File: config.mk
export PLATFORM = sky130hd
export DESIGN_NAME = uart_core
export DESIGN_NICKNAME = d
export VERILOG_FILES = /design/src/rtl/uart_core.sv
export SDC_FILE = /design/constraint.sdc
export NUM_CORES = 1
export LEC_CHECK = 0
export CAP_MARGIN = 20
export CORE_AREA = 2 2 106 119
export CTS_BUF_LIST = sky130_fd_sc_hd__clkbuf_8
export DETAILED_ROUTE_END_ITERATION = 16
export DIE_AREA = 0 0 108 121
export GPL_ROUTABILITY_DRIVEN = 0
export SLEW_MARGIN = 10
export SYNTH_ARGS = -nofsm -noshare
export SYNTH_HDL_FRONTEND = slang
export SYNTH_SLANG_ARGS = --single-unit
File: constraint.sdc
create_clock -name clk -period 4.2 [get_ports clk]
set_input_delay 0.84 -clock clk [delete_from_list [all_inputs] [get_ports clk]]
set_output_delay 0.84 -clock clk [all_outputs]
set_load 0.02 [all_outputs]
File: src/rtl/uart_core.sv
// uart_core: single-clock UART with TX, 16x oversampling RX and FWFT receive FIFO.
// Optional parity bit on both directions when UART_PARITY_EN is defined.
module uart_core #(
   parameter int DATA_W     = 8,
   parameter int OSR_DIV    = 27,
   parameter int STOP_BITS  = 1,
   parameter int RX_DEPTH   = 4,
   parameter int PARITY_ODD = 0
) (
   input  logic              clk,
   input  logic              rst,
   input  logic [DATA_W-1:0] data_tx,
   input  logic              write_tx,
   output logic              ready_tx,
   output logic              txd,
   input  logic              rxd,
   output logic [DATA_W-1:0] data_rx,
   output logic              ready_rx,
   input  logic              read_rx,
   output logic              overrun_rx,
   output logic              frame_err_rx,
   output logic              parity_err_rx,
   input  logic              clear_err
);
`ifdef UART_PARITY_EN
   localparam bit PAR_EN = 1'b1;
`else
   localparam bit PAR_EN = 1'b0;
`endif
   localparam int BIT = 16 * OSR_DIV;
   localparam int CW  = $clog2(STOP_BITS * BIT + 1);
   localparam int AW  = $clog2(RX_DEPTH);
   localparam logic [CW-1:0] BIT_END  = CW'(BIT - 1);
   localparam logic [CW-1:0] HALF_END = CW'(BIT / 2 - 1);
   localparam logic [CW-1:0] STOP_END = CW'(STOP_BITS * BIT - 1);
   localparam logic [3:0]    LAST     = 4'(DATA_W - 1);
   localparam bit            ODD      = (PARITY_ODD != 0);

   typedef enum logic [2:0] {IDLE, START, DATA, PAR, STOP} state_t;

   state_t            tx_st, rx_st;
   logic [CW-1:0]     tx_cnt, rx_cnt;
   logic [DATA_W-1:0] tx_sh, rx_sh;
   logic [3:0]        tx_bit, rx_bit;
   logic              tx_par, rx_par, rx_s1, rxd_s, armed;
   logic [DATA_W-1:0] mem [RX_DEPTH];
   logic [AW-1:0]     wp, rp;
   logic [AW:0]       cnt;
   logic              stop_smp, par_bad, push, pop, full, wr;
   logic              ovr_flag, frm_flag, par_flag;

   always_ff @(posedge clk or negedge rst)
      if (!rst) begin
         tx_st    <= IDLE;
         txd      <= 1'b1;
         ready_tx <= 1'b1;
         tx_cnt   <= '0;
         tx_sh    <= '0;
         tx_bit   <= '0;
         tx_par   <= 1'b0;
      end else if (tx_st == IDLE) begin
         if (write_tx) begin
            tx_st    <= START;
            txd      <= 1'b0;
            ready_tx <= 1'b0;
            tx_cnt   <= '0;
            tx_sh    <= data_tx;
            tx_par   <= ^data_tx ^ ODD;
         end
      end else if (tx_cnt != (tx_st == STOP ? STOP_END : BIT_END)) begin
         tx_cnt <= tx_cnt + 1'b1;
      end else begin
         tx_cnt <= '0;
         tx_sh  <= tx_sh >> 1;
         case (tx_st)
            START: begin
               tx_st  <= DATA;
               txd    <= tx_sh[0];
               tx_bit <= '0;
            end
            DATA: begin
               txd    <= tx_bit == LAST ? (PAR_EN ? tx_par : 1'b1) : tx_sh[0];
               tx_st  <= tx_bit == LAST ? (PAR_EN ? PAR : STOP) : DATA;
               tx_bit <= tx_bit + 1'b1;
            end
            PAR: begin
               tx_st <= STOP;
               txd   <= 1'b1;
            end
            default: begin
               tx_st    <= IDLE;
               ready_tx <= 1'b1;
            end
         endcase
      end

   // armed only re-asserts once the line has been seen high, so a held break cannot retrigger
   always_ff @(posedge clk or negedge rst)
      if (!rst) begin
         rx_s1  <= 1'b1;
         rxd_s  <= 1'b1;
         rx_st  <= IDLE;
         armed  <= 1'b0;
         rx_cnt <= '0;
         rx_sh  <= '0;
         rx_bit <= '0;
         rx_par <= 1'b0;
      end else begin
         rx_s1 <= rxd;
         rxd_s <= rx_s1;
         if (rx_st == IDLE) begin
            if (armed && !rxd_s) begin
               rx_st  <= START;
               rx_cnt <= '0;
               armed  <= 1'b0;
            end else begin
               armed <= armed | rxd_s;
            end
         end else if (rx_cnt != (rx_st == START ? HALF_END : BIT_END)) begin
            rx_cnt <= rx_cnt + 1'b1;
         end else begin
            rx_cnt <= '0;
            case (rx_st)
               START: begin
                  rx_st  <= rxd_s ? IDLE : DATA;
                  rx_bit <= '0;
               end
               DATA: begin
                  rx_sh  <= {rxd_s, rx_sh[DATA_W-1:1]};
                  rx_bit <= rx_bit + 1'b1;
                  rx_st  <= rx_bit == LAST ? (PAR_EN ? PAR : STOP) : DATA;
               end
               PAR: begin
                  rx_par <= rxd_s;
                  rx_st  <= STOP;
               end
               default: rx_st <= IDLE;
            endcase
         end
      end

   assign stop_smp = rx_st == STOP && rx_cnt == BIT_END;
   assign par_bad  = PAR_EN && ((^rx_sh ^ rx_par) != ODD);
   assign push     = stop_smp && rxd_s && !par_bad;
   assign full     = cnt == (AW+1)'(RX_DEPTH);
   assign pop      = read_rx && cnt != '0;
   assign wr       = push && (!full || pop);

   always_ff @(posedge clk or negedge rst)
      if (!rst) begin
         for (int i = 0; i < RX_DEPTH; i++) mem[i] <= '0;
         wp       <= '0;
         rp       <= '0;
         cnt      <= '0;
         ovr_flag <= 1'b0;
         frm_flag <= 1'b0;
         par_flag <= 1'b0;
      end else begin
         if (wr) begin
            mem[wp] <= rx_sh;
            wp      <= wp + 1'b1;
         end
         if (pop) rp <= rp + 1'b1;
         cnt      <= cnt + (AW+1)'(wr) - (AW+1)'(pop);
         ovr_flag <= (push && full && !pop) | (ovr_flag & ~clear_err);
         frm_flag <= (stop_smp && !rxd_s) | (frm_flag & ~clear_err);
         par_flag <= (stop_smp && rxd_s && par_bad) | (par_flag & ~clear_err);
      end

   assign data_rx       = mem[rp];
   assign ready_rx      = cnt != '0;
   assign overrun_rx    = ovr_flag;
   assign frame_err_rx  = frm_flag;
   assign parity_err_rx = PAR_EN & par_flag;
endmodule

==> flow_metrics.env, run 1 <==
export IMPL_grt_pass1_vias=3198
export IMPL_final_area_um2=5289
export IMPL_power_leakage_nw=2.281
export IMPL_finalCritPeriodShare_pct=73.21
export IMPL_hold_violations=0
export IMPL_synth_adder_area_share_pct=3.113
export IMPL_synthSimpleGateAreaFrac_pct=14.73
export IMPL_crit_arrival_ns=2.23
export IMPL_dr_total_vias=3155
export IMPL_dp_hpwl_mm=5.961
export IMPL_ys_warn_count=0
export IMPL_synth_area_leaders="dfrtp_1 48%, mux2_2 11%, mux4_2 3.9%"
export IMPL_synth_top_family_by_area="multiplexers"
export IMPL_drt_total_wl_mm=8.985
export IMPL_postCtsSetupRepairBufs=0
export IMPL_wire_per_inst_um=15.31
export IMPL_tightest_slew_ns=0.6899
export IMPL_dp_cells=569
export IMPL_rsz0062_at_grt="no"
export IMPL_cp_required_ns=3.36
export IMPL_die_area_um2=13070
export IMPL_syn_area_per_cell_um2=11.48
export IMPL_grt_max_degree=79
export IMPL_ys_seq_area_share_pct=50.56
export IMPL_finalSetupViolCount=0
export IMPL_synth_edf_count=0
export IMPL_insertedDiodeCount=0
export IMPL_finalSetupTns_ns=0
export IMPL_ant_nets=0
export IMPL_drtPass1Iterations=4
export IMPL_finalNonFillerCells=587
export IMPL_fmax_mhz=325.2
export IMPL_cts_sinks=94
export IMPL_drive_gt1_share_pct=20.79
export IMPL_synth_xor_area_share_pct=1.503
export IMPL_cts_tree="built"
export IMPL_ys_types=55
export IMPL_grtUsageTotal_pct=15.31
export IMPL_cts_root_buf="clkbuf_8"
export IMPL_cts_hold_buffers_added=0
export IMPL_layout_area_overhead_vs_synth_pct=13.45
export IMPL_relSlewSlack_pct=53.91
export IMPL_numPortBuffers=26
export IMPL_antenna_found_initial=0
export IMPL_syn_num_nets=431
export IMPL_hold_path_class="register to register"
export IMPL_min_period_ns=3.075
export IMPL_die_y_um=121
export IMPL_via_per_inst=5.375
export IMPL_skew_ns=0.01081
export IMPL_netlist_area_um2=4662
export IMPL_synthMuxAreaShare_pct=16.91
export IMPL_syn_inst=406
export IMPL_die_w_um=108
export IMPL_ctsHtreeMaxLevel=3
export IMPL_cp_end_kind="primary output"
export IMPL_synthArstFlopShare_pct=100.0
export IMPL_clk_insertion_delay_late_ns=0.36
export IMPL_vdd_drop_max_mv=0.1383
export IMPL_ys_ff_latch=94
export IMPL_yosys_area_top_type="dfrtp_1"
export IMPL_yosysMostFrequentCell="dfrtp_1"
export IMPL_num_nets_final=453
export IMPL_clk_pin_slew_worst_paths_ns=0.09
export IMPL_grt_pass1_wl_mm=15.65
export IMPL_drv_cap=0
export IMPL_placed_area_um2=5057
export IMPL_p_per_area_nw_per_um2=372.9
export IMPL_io_pins=28
export IMPL_core_region_area_um2=11820
export IMPL_num_rows=42
export IMPL_cts_max_path_buffers=2
export IMPL_cts_buffers=9
export IMPL_synth_compound_gate_area_share_pct=10.28
export IMPL_grt_overflow_total=0
export IMPL_cp_start_kind="register"
export IMPL_cts_resized_gates=0
export IMPL_cp_max_fo=10
export IMPL_synth_ff_type="dfrtp_1"
export IMPL_synth_top_cell_area_share_pct=48.31
export IMPL_slew_viol_final=0
export IMPL_status="finished, final reports clean"
export IMPL_synth_common_cells="90 x dfrtp_1, 46 x mux2_2, 35 x nand2_1"
export IMPL_crit_type="register to primary output"
export IMPL_dr_first_iter_drc_count=127
export IMPL_drc=0
export IMPL_start_util_pct=39.43
## kinds of logic (layout without fill, tap and decap cells)
logic type | count (synthesis) | in the layout
AO/OA/AOI/OAI | 74 | 74
XOR/XNOR | 8 | 8
buffers and inverters | 34 | 61
adder cells (fa/ha/maj) | 11 | 11
multiplexers | 63 | 63
flip-flops | 94 | 94
AND/OR/NAND/NOR | 121 | 121
other | 1 | 1
## final cells by class
type / instances / area (um^2)
clock inverter: 7 / 80.08
clock buffer: 9 / 123.9
timing repair buffer: 30 / 300.3
multi-input combinational: 278 / 2178
fill: 1088 / 6535
sequential: 94 / 2357
tap: 154 / 192.7
inverter: 15 / 56.30
## flip-flops by register name, summed over array words and instances, names as in the netlist
signal,cells
armed,1
cnt,3
frame_err_rx,1
mem,32
overrun_rx,1
ready_tx,1
rp,2
rx_bit,4
rx_cnt,9
rx_s1,1
rx_sh,8
rx_st,3
rxd_s,1
tx_bit,4
tx_cnt,9
tx_sh,8
tx_st,3
txd,1
wp,2
## worst paths after layout
| kind | startpoint | end | slack, ns | cells past startpoint |
|---|---|---|---|---|
| min reg2reg | rx_s1$_DFF_PN1_ | rxd_s$_DFF_PN1_ | 0.36 | 0 |
| max | rp[0]$_DFFE_PN0P_ | data_rx[5] | 1.13 | 2 |
| min | rx_s1$_DFF_PN1_ | rxd_s$_DFF_PN1_ | 0.36 | 0 |
| max reg2reg | rx_st[1]$_DFFE_PN0P_ | cnt[2]$_DFF_PN0_ | 1.50 | 9 |
| max in group asynchronous | rst | rp[1]$_DFFE_PN0P_ | 3.18 | 2 |
| min in group asynchronous | rst | rx_bit[2]$_DFFE_PN0P_ | 0.41 | 1 |
## worst max-delay path: stages, from the launching register on
cell and delay [ns]:
dfrtp_1 0.73, mux4_2 0.59, clkdlybuf4s50_1 0.56
## report_power, final
group | total [mW] | internal (mW) | leakage, nW | switching [mW]
clock | 0.619 | 0.282 | 0.0968 | 0.337
sequential | 1.09 | 0.970 | 1.22 | 0.116
combinational | 0.267 | 0.147 | 0.959 | 0.121
## stage by stage
stage / setup WS, ns / power (mW) / hold WS, ns / utilization (%)
floorplan: 1.382 / 1.276 / 0.3452 / -
global placement: 0.9790 / 1.360 / 0.3486 / 42.77
detailed placement: 0.8936 / 1.372 / 0.3524 / 42.77
CTS: 1.045 / 2.002 / 0.3612 / 44.50
global route: 0.9734 / 2.089 / 0.3624 / 44.73
finish: 1.125 / 1.972 / 0.3594 / 44.73
## layer usage
metal	track usage, %	routed length (um)	up-vias
met5	0	0	-
met4	6.170	151	0
met3	3.330	315	11
met2	24.41	4271	47
met1	20.26	4246	1573
li1	-	-	1524
## layout by cell type, fill, tap and decap left out, types with 5 or more instances in the layout
cell type / count
dfrtp_1: 90
mux2_2: 46
nand2_1: 35
o21ai_0: 27
clkdlybuf4s50_1: 25
nand3_1: 17
inv_1: 15
nor2_1: 15
ha_1: 10
mux2i_1: 9
clkbuf_8: 9
mux4_2: 8
o211ai_1: 7
nand2b_1: 7
o22ai_1: 6
a21oi_1: 6
a31oi_1: 6
a22o_1: 6
nand4_1: 5
xnor2_1: 5
Note: power is estimated with default switching activity, not from simulation.
==> run 2: changes to the inputs <==
clock period = 2.6 ns   (was 4.2 ns; I/O delays follow)
==> flow_metrics.env, run 2 (synthesis gave the netlist of run 1 again) <==
export IMPL_crit_path_start="rp[0]$_DFFE_PN0P_"
export IMPL_grt_pass1_wl_mm=15.97
export IMPL_cts_buffers=9
export IMPL_switchingPower_mw=0.9566
export IMPL_finalNonFillerCells=612
export IMPL_die_area_um2=13070
export IMPL_ant_nets=0
export IMPL_insertedDiodeCount=0
export IMPL_p_per_area_nw_per_um2=606.4
export IMPL_ctsHtreeMaxLevel=3
export IMPL_cp_required_ns=2.08
export IMPL_power_leakage_nw=2.408
export IMPL_swShare_pct=28.73
export IMPL_cts_sinks=94
export IMPL_cts_max_path_buffers=2
export IMPL_slowest_stage="clkdlybuf4s50_1"
export IMPL_cp_buffers_inverters=2
export IMPL_io_pins=28
export IMPL_skew_ns=0.004948
export IMPL_crit_type="register to primary output"
export IMPL_die_y_um=121
export IMPL_antenna_found_initial=0
export IMPL_drc=0
export IMPL_r2r_worst_path_cells=11
export IMPL_grt_overflow_total=0
export IMPL_final_common_cell="dfrtp_1"
export IMPL_fmax_mhz=400.4
export IMPL_slew_viol_final=0
export IMPL_num_nets_final=478
export IMPL_finalSetupViolCount=0
export IMPL_cp_end_kind="primary output"
export IMPL_dr_first_iter_drc_count=121
export IMPL_die_w_um=108
export IMPL_r2r_start="rx_cnt[0]$_DFFE_PN0P_"
export IMPL_r2r_setup_slack_ns=0.11
export IMPL_drive_gt1_share_pct=25.98
export IMPL_min_period_ns=2.498
export IMPL_grt_max_degree=37
export IMPL_path_cells="buf_4, mux4_2, clkdlybuf4s50_1"
export IMPL_finalSetupTns_ns=0
export IMPL_finalCritPeriodShare_pct=96.06
export IMPL_dr_total_vias=3285
export IMPL_grtUsageTotal_pct=15.48
export IMPL_clk_insertion_delay_late_ns=0.36
export IMPL_cts_tree="built"
export IMPL_status="finished, final reports clean"
export IMPL_worst_path_largest_cell_delay_ns=0.55
export IMPL_cp_max_fo=5
export IMPL_dp_hpwl_mm=6.584
export IMPL_numPortBuffers=26
export IMPL_reg_top3="mem (32), rx_cnt (9), tx_cnt (9)"
export IMPL_vdd_drop_max_mv=0.2784
export IMPL_num_rows=42
export IMPL_cts_hold_buffers_added=0
export IMPL_via_per_inst=5.368
export IMPL_internal_power_mw=2.373
export IMPL_core_region_area_um2=11820
export IMPL_fin_ws_ns=0.1024
export IMPL_fillCellCount=1108
export IMPL_tightest_slew_ns=0.6566
export IMPL_place_ws_ns=-0.2496
export IMPL_drtPass1Iterations=5
export IMPL_hold_violations=0
export IMPL_power_share_clock_pct=30.0
export IMPL_hold_path_class="primary input to async pin"
export IMPL_cp_top_family="buffers and inverters"
export IMPL_dp_cells=592
export IMPL_cts_root_buf="clkbuf_8"
export IMPL_drt_total_wl_mm=9.386
export IMPL_power_frac_comb_pct=20.0
export IMPL_largest_register_ff_count=32
export IMPL_crit_arrival_ns=1.98
export IMPL_wire_per_inst_um=15.34
export IMPL_clk_pin_slew_worst_paths_ns=0.10
export IMPL_relSlewSlack_pct=56.14
export IMPL_layout_area_overhead_vs_synth_pct=17.77
export IMPL_grt_pass1_vias=3278
export IMPL_largest_register="mem"
export IMPL_start_util_pct=39.43
export IMPL_drv_cap=0
export IMPL_final_cell_mix="89 x dfrtp_1, 46 x mux2_2, 35 x nand2_1"
export IMPL_cp_start_kind="register"
export IMPL_r2r_end="cnt[2]$_DFF_PN0_"
export IMPL_p_seq_share_pct=50.0
## run 2: changes by cell type in the layout (fill, tap and decap cells not counted), sizes merged
| cell | before | now |
|---|---|---|
| clkinv | 1 | 2 |
| inv | 18 | 17 |
| clkbuf | 10 | 9 |
| buf | 4 | 30 |
## run 2: final cells by class
| type | count | area [um^2] | area share [%] |
|---|---|---|---|
| Tap cell | 154 | 192.7 | 3.510 |
| Clock buffer | 9 | 123.9 | 2.256 |
| Inverter | 15 | 56.30 | 1.026 |
| Clock inverter | 7 | 80.08 | 1.459 |
| Sequential cell | 94 | 2359 | 42.96 |
| Timing Repair Buffer | 55 | 485.5 | 8.842 |
| Multi-Input combinational cell | 278 | 2193 | 39.95 |
## run 2: worst max-delay path by stage
| stage | end | slack, ns | cells past startpoint |
|---|---|---|---|
| final | data_rx[7] | 0.10 | 3 |
| after CTS | data_rx[7] | 0.05 | 3 |
| after global routing | cnt[2]$_DFF_PN0_ | -0.07 | 11 |
| after global placement | cnt[2]$_DFF_PN0_ | -0.14 | 9 |
| after detailed placement | cnt[2]$_DFF_PN0_ | -0.25 | 9 |
| after floorplan | cnt[2]$_DFF_PN0_ | 0.10 | 9 |
## run 2: through the flow
step                      hold slack, ns  instance area, um^2  power (mW)  util, %
after global routing              0.1414                 5490       3.516    46.43
after detailed placement          0.3473                 5243       2.315    44.34
final                             0.1214                 5490       3.329    46.43
after CTS                         0.1179                 5446       3.323    46.06
after global placement            0.3486                 5243       2.290    44.34
after floorplan                   0.2244                 4662       2.062        -
## run 2: routing by layer
metal / wire [um] / up-vias / track usage [%]
met3: 259 / 10 / 3.330
met1: 4370 / 1654 / 20.89
li1: - / 1584 / -
met4: 97 / 0 / 4.487
met2: 4659 / 37 / 25.16
met5: 0 / - / 0
## run 2: worst reg2reg max path: cells and delay by family (launching register included)
| family | cells | cell delay, ns |
|---|---|---|
| adder cells (fa/ha/maj) | 4 | 1.07 |
| XOR/XNOR | 2 | 0.27 |
| flip-flops | 1 | 0.39 |
| AND/OR/NAND/NOR | 3 | 0.46 |
| buffers and inverters | 2 | 0.19 |
## run 2: repair_timing
item,in CTS,in global routing
resized for setup,0,4
setup endpoints to repair,0,1
buffers inserted,0,3
## run 2: power groups by stage
| stage | Sequential, mW | Combinational [mW] | Clock, mW |
|---|---|---|---|
| floorplan | 1.65 | 0.409 | 0 |
| global placement | 1.69 | 0.599 | 0 |
| detailed placement | 1.70 | 0.617 | 0 |
| CTS | 1.67 | 0.619 | 1.03 |
| global route | 1.68 | 0.747 | 1.09 |
| finish | 1.67 | 0.665 | 0.999 |
==> run 3: changes to the inputs <==
CTS_CLUSTER_DIAMETER = 200   (was not set)
==> results of run 3 <==
Same layout as run 2: the final DEF is identical, and so are final timing and power.
